--- config.mk ---
export PLATFORM = sky130hd
export DESIGN_NAME = count_seq_monitor
export DESIGN_NICKNAME = d
export VERILOG_FILES = /design/src/rtl/count_mon_pkg.sv /design/src/rtl/sat_counter.sv /design/src/rtl/count_seq_monitor.sv
export SDC_FILE = /design/constraint.sdc
export NUM_CORES = 1
export LEC_CHECK = 0
export CAP_MARGIN = 25
export CORE_MARGIN = 2
export CORE_UTILIZATION = 50
export CTS_CLUSTER_SIZE = 28
export DETAILED_ROUTE_END_ITERATION = 6
export PLACE_DENSITY = 0.75
export RECOVER_POWER = 50
export SLEW_MARGIN = 0
export SYNTH_ARGS = -nofsm -noshare
export SYNTH_HDL_FRONTEND = slang
export SYNTH_SLANG_ARGS = --single-unit
--- constraint.sdc ---
create_clock -name clk -period 2.83 [get_ports clk]
set_input_delay 0.4245 -clock clk [delete_from_list [all_inputs] [get_ports clk]]
set_output_delay 0.4245 -clock clk [all_outputs]
set_load 0.05 [all_outputs]
--- src/rtl/count_mon_pkg.sv ---
// ---------------------------------------------------------------------------
// count_mon_pkg
// Shared types and constants for the counter sequence monitor.
//   state_t  : monitor tracking state (2-bit encoding)
//   DIR_UP   : dir value while the counter is counting up
//   DIR_DOWN : dir value while the counter is counting down
//   is_locked: true for the two locked states
// ---------------------------------------------------------------------------
package count_mon_pkg;

  typedef enum logic [1:0] {
    UNLOCKED  = 2'd0,
    SYNC      = 2'd1,
    LOCK_UP   = 2'd2,
    LOCK_DOWN = 2'd3
  } state_t;

  localparam logic DIR_UP   = 1'b0;
  localparam logic DIR_DOWN = 1'b1;

  function automatic logic is_locked(input state_t s);
    return (s == LOCK_UP) || (s == LOCK_DOWN);
  endfunction

endpackage

--- src/rtl/sat_counter.sv ---
// ---------------------------------------------------------------------------
// sat_counter
// Event tally that counts up on inc and holds at all-ones instead of
// rolling over.
// Ports:
//   clk   in   rising-edge clock
//   clear in   synchronous clear, has priority over inc
//   inc   in   add one this cycle (ignored once saturated)
//   count out  registered tally, WIDTH bits
// ---------------------------------------------------------------------------
module sat_counter #(
  parameter int WIDTH = 8
) (
  input  logic             clk,
  input  logic             clear,
  input  logic             inc,
  output logic [WIDTH-1:0] count
);

  logic [WIDTH-1:0] count_q;
  logic [WIDTH-1:0] count_d;

  always_comb begin
    count_d = count_q;
    if (inc && (count_q != {WIDTH{1'b1}})) begin
      count_d = count_q + WIDTH'(1);
    end
  end

  always_ff @(posedge clk) begin
    if (clear) begin
      count_q <= '0;
    end else begin
      count_q <= count_d;
    end
  end

  assign count = count_q;

endmodule

--- src/rtl/count_seq_monitor.sv ---
// ---------------------------------------------------------------------------
// count_seq_monitor
// Passive observer of an up/down counter's Q bus. Learns the count
// direction, locks onto the sequence, flags illegal jumps and wrap-arounds,
// and keeps saturating tallies of both. Drives nothing back to the counter.
//
// Build option: define STRICT_DIR_EN to make a direction reversal while
// locked illegal (err pulse, drop back to SYNC). Without it reversals are
// followed silently.
//
// Ports:
//   clk        in   rising-edge clock shared with the counter
//   reset_n    in   synchronous active-low reset
//   sample_en  in   counter clocked this cycle; sample q
//   q          in   counter Q bus, WIDTH bits, bit 0 = LSB
//   load_seen  in   counter was loaded; resynchronise on q (beats sample_en)
//   locked     out  tracking a direction (LOCK_UP or LOCK_DOWN)
//   dir        out  0 = up, 1 = down; meaningful while locked
//   err        out  one-cycle pulse on an illegal transition
//   wrap       out  one-cycle pulse on a wrap-around in the locked direction
//   err_count  out  saturating count of err pulses, CNT_W bits
//   wrap_count out  saturating count of wrap pulses, CNT_W bits
// ---------------------------------------------------------------------------
module count_seq_monitor
  import count_mon_pkg::*;
#(
  parameter int WIDTH = 3,
  parameter int CNT_W = 8
) (
  input  logic             clk,
  input  logic             reset_n,
  input  logic             sample_en,
  input  logic [WIDTH-1:0] q,
  input  logic             load_seen,
  output logic             locked,
  output logic             dir,
  output logic             err,
  output logic             wrap,
  output logic [CNT_W-1:0] err_count,
  output logic [CNT_W-1:0] wrap_count
);

  state_t           state_q, state_d;
  logic [WIDTH-1:0] ref_q, ref_d;
  logic             dir_q, dir_d;
  logic             err_q, err_d;
  logic             wrap_q, wrap_d;
  logic             locked_q, locked_d;

  logic [WIDTH-1:0] inc_val;
  logic [WIDTH-1:0] dec_val;
  logic             is_stall;
  logic             is_inc;
  logic             is_dec;

  assign inc_val  = ref_q + WIDTH'(1);
  assign dec_val  = ref_q - WIDTH'(1);
  assign is_stall = (q == ref_q);
  assign is_inc   = (q == inc_val);
  assign is_dec   = (q == dec_val);

  always_comb begin
    state_d = state_q;
    ref_d   = ref_q;
    dir_d   = dir_q;
    err_d   = 1'b0;
    wrap_d  = 1'b0;

    if (load_seen) begin
      // A load makes the old reference meaningless; start over from q.
      ref_d   = q;
      state_d = SYNC;
    end else if (sample_en) begin
      ref_d = q;
      unique case (state_q)
        UNLOCKED: begin
          state_d = SYNC;
        end

        SYNC: begin
          if (is_stall) begin
            state_d = SYNC;
          end else if (is_inc && (!is_dec || dir_q == DIR_UP)) begin
            // When inc == dec (1-bit counter) keep the last known direction.
            dir_d   = DIR_UP;
            state_d = LOCK_UP;
          end else if (is_dec) begin
            dir_d   = DIR_DOWN;
            state_d = LOCK_DOWN;
          end else begin
            state_d = SYNC;
          end
        end

        LOCK_UP: begin
          // inc is tested before dec so a 1-bit counter continues upward.
          if (is_stall) begin
            state_d = LOCK_UP;
          end else if (is_inc) begin
            wrap_d = (ref_q == {WIDTH{1'b1}});
          end else if (is_dec) begin
`ifdef STRICT_DIR_EN
            err_d   = 1'b1;
            state_d = SYNC;
`else
            dir_d   = DIR_DOWN;
            state_d = LOCK_DOWN;
`endif
          end else begin
            err_d   = 1'b1;
            state_d = SYNC;
          end
        end

        LOCK_DOWN: begin
          if (is_stall) begin
            state_d = LOCK_DOWN;
          end else if (is_dec) begin
            wrap_d = (ref_q == {WIDTH{1'b0}});
          end else if (is_inc) begin
`ifdef STRICT_DIR_EN
            err_d   = 1'b1;
            state_d = SYNC;
`else
            dir_d   = DIR_UP;
            state_d = LOCK_UP;
`endif
          end else begin
            err_d   = 1'b1;
            state_d = SYNC;
          end
        end

        default: begin
          state_d = UNLOCKED;
        end
      endcase
    end

    // locked is registered from the next state so it lines up with dir.
    locked_d = is_locked(state_d);
  end

  always_ff @(posedge clk) begin
    if (!reset_n) begin
      state_q  <= UNLOCKED;
      ref_q    <= '0;
      dir_q    <= DIR_UP;
      err_q    <= 1'b0;
      wrap_q   <= 1'b0;
      locked_q <= 1'b0;
    end else begin
      state_q  <= state_d;
      ref_q    <= ref_d;
      dir_q    <= dir_d;
      err_q    <= err_d;
      wrap_q   <= wrap_d;
      locked_q <= locked_d;
    end
  end

  // Tallies advance on the same edge that registers their pulse.
  sat_counter #(
    .WIDTH (CNT_W)
  ) u_err_cnt (
    .clk   (clk),
    .clear (~reset_n),
    .inc   (err_d),
    .count (err_count)
  );

  sat_counter #(
    .WIDTH (CNT_W)
  ) u_wrap_cnt (
    .clk   (clk),
    .clear (~reset_n),
    .inc   (wrap_d),
    .count (wrap_count)
  );

  assign locked = locked_q;
  assign dir    = dir_q;
  assign err    = err_q;
  assign wrap   = wrap_q;

endmodule
==> out/metrics.cfg <==
[detailed_routing]
drc=0
viasPerCell=5.93
first_pass_iters=4
num_vias=1276
routed_wl_um=2900
avgRoutedWirePerCell_um=13.5
drt_iter0_drc=40
ant_nets=0

[synthesis]
synth_ff_type=dfxtp_1
syn_nets=171
synth_top_cell_by_area=dfxtp_1
ys_seq_area_share_pct=38.1
synthDistinctLibCells=34
ys_ff_latch=25
yosysMostFrequentCell=dfxtp_1
synth.area.top_cells=dfxtp_1 38%, ha_1 5.7%, a21oi_1 5.3%
syn-cell-area_um2=1310
synth_top_cell_area_share_pct=38.1
ys_top_cells_by_count=25 x dfxtp_1, 18 x nand2_1, 14 x a21oi_1
synth.avg_cell_area_um2=8.31
ys.warnings.count=0
async_flop_share_pct=0
synth_cells=158
synth_edf_count=0

[critical_path]
crit_type=flop to flop
slowest_delay_ps=500
cp-end-kind=flop
worst_ep_required_time_ps=3080
crit_fanout=11
r2r_cells=7
cp_slowest_cell=o32a_1
r2r-start=ref_q[0]
r2r_slack_ps=320
cp_num_buf_inv=0
crit_chain=ha_1 -> ha_1 -> xor2_1 -> or3_1 -> o32a_1 -> or3_1 -> a21oi_1
regToRegEndpoint=u_wrap_cnt.count[3]
cp_top_family=simple AND/OR/NAND/NOR gates
crit_arrival_ps=2760
startpoint_type=flop

[sta]
fmax_mhz=398
worstMarginPinSlew_ps=533
setup_slack_ps=316
final.setup.tns_ps=0
slew_headroom_pct=64.4
whs_ps=505
rsz0062_at_grt=no
drv_slew=0
skew_ps=1.30
fin_crit_ps=2510
hold_viol_final=0
setup_viol=0
fin_crit_sh_pct=88.8

[floorplanning]
design.core.area_um2=2480
die_area_um2=3050
die_y_um=55.3
rows=18
ioPinCount=27
die_w_um=55.3
start_util_pct=53.0

[placed_design]
place_congestion=0.843
dpl_cell_area_um2=1610
place_ws_ps=118
port_buffers=26
dp_cells=211
dp_hpwl_um=2130

[global_route]
grt_util_all_layers_pct=19.3
first_global_vias=1150
grt_pass1_wl_um=4910
gr-total-overflow=0
grt_max_degree=17
antenna_found_initial=0

[power_and_ir_drop]
switching_share_pct=25.5
power.share.combinational_pct=12.3
clock_power_share_pct=26.6
p_per_area_nw_per_um2=364
peakVddDrop_mv=0.242
intPower_mw=0.444
p_sw_mw=0.152
leakage_nw=0.605
p_total_mw=0.596
p_seq_share_pct=61.1

[run_status]
outcome=finished, final reports clean

[clock_network]
ctsRootBufferMaster=clkbuf_4
cts_resized=0
numCtsBuffers=3
clockBufferDepth=2
clock-sinks=25
clock_latency_ps=310
h-tree-depth=1
ctsHoldBuffers=0
clk_pin_slew_ps=130
post-cts-setup-buffer-count=0
cts_tree=yes

[worst_hold_path]
min_path_type=flop to flop
worstHoldEndpoint=u_err_cnt.count[1]
worstHoldPathCells=2
worstHoldStart=u_err_cnt.count[1]

[layout]
instances_no_fill=215
antennaDiodeCount=0
nets=199
area_growth_pct=24.5
design_area_um2=1640
fillers=222
final_util_pct=66.0
drive_gt1_share_pct=3.78

[flow_run]
max_cap_violations=0

[worst register-to-register path: stages, from the launching register on]
cell     delay, ps
dfxtp_1        370
ha_1           210
ha_1           290
xor2_1         140
or3_1          410
o32a_1         500
or3_1          390
a21oi_1        140
[sequential cells by signal, summed over array words and instances, names as in the netlist]
register	count
state_q	2
locked	1
wrap	1
ref_q	3
err	1
u_err_cnt.count	8
u_wrap_cnt.count	8
dir	1
[cell usage in the layout, fill, tap and decap left out, drive strengths merged, types with 2 or more instances in the layout]
| cell | n |
|---|---|
| dfxtp | 25 |
| dlygate4sd3 | 16 |
| or4 | 4 |
| o31ai | 3 |
| a31oi | 2 |
| xnor2 | 3 |
| xor2 | 3 |
| nand4 | 6 |
| nor2 | 7 |
| ha | 6 |
| or3 | 7 |
| clkbuf | 4 |
| o21ai | 11 |
| buf | 4 |
| and3 | 2 |
| nor4 | 2 |
| mux2i | 5 |
| nand2b | 5 |
| inv | 7 |
| nand3 | 7 |
| nand2 | 18 |
| nor3 | 4 |
| clkdlybuf4s50 | 10 |
| a21oi | 14 |
[worst max path at each step]
stage | from | end | slack (ps) | cells after the start
3_3_place_gp | q[2] | u_wrap_cnt.count[7] | 180 | 6
5_1_grt | ref_q[0] | u_wrap_cnt.count[3] | 130 | 7
3_5_place_dp | q[2] | u_wrap_cnt.count[3] | 120 | 6
4_1_cts | ref_q[0] | u_wrap_cnt.count[3] | 390 | 7
2_1_floorplan | ref_q[0] | u_wrap_cnt.count[3] | 540 | 8
6_report | ref_q[0] | u_wrap_cnt.count[3] | 320 | 7
[layer usage]
layer  GRT usage, %  wire, um
met5              0         0
met3           3.28       129
met4           6.97        19
met2           32.1      1390
met1           25.2      1360
[kinds of logic (layout without fill, tap and decap cells)]
family                   after synthesis  after routing  share of synthesized area (%)
AO/OA/AOI/OAI                         34             34                           14.9
XOR/XNOR                               7              7                           5.81
adder cells (fa/ha/maj)                6              6                           5.71
buffers and inverters                 14             41                           4.10
flip-flops                            25             25                           38.1
multiplexers                           5              5                           3.81
AND/OR/NAND/NOR                       67             67                           27.6
[power groups by stage]
stage	Combinational, mW	Sequential, mW	Clock, mW
floorplan	0.0479	0.373	0
global placement	0.0729	0.371	0
detailed placement	0.0753	0.371	0
CTS	0.0754	0.364	0.160
global route	0.0812	0.365	0.182
finish	0.0733	0.364	0.159
[final cells by class]
| cell class | count | area [um2] | share of cell area, % |
|---|---|---|---|
| multi-input cells | 119 | 754 | 46.1 |
| flip-flops and latches | 25 | 500 | 30.6 |
| repair buffers | 30 | 290 | 17.8 |
| well taps | 30 | 37.5 | 2.30 |
| clock buffers | 4 | 26.3 | 1.61 |
| inverters | 7 | 26.3 | 1.61 |
Power figures use the tool's default switching activity.
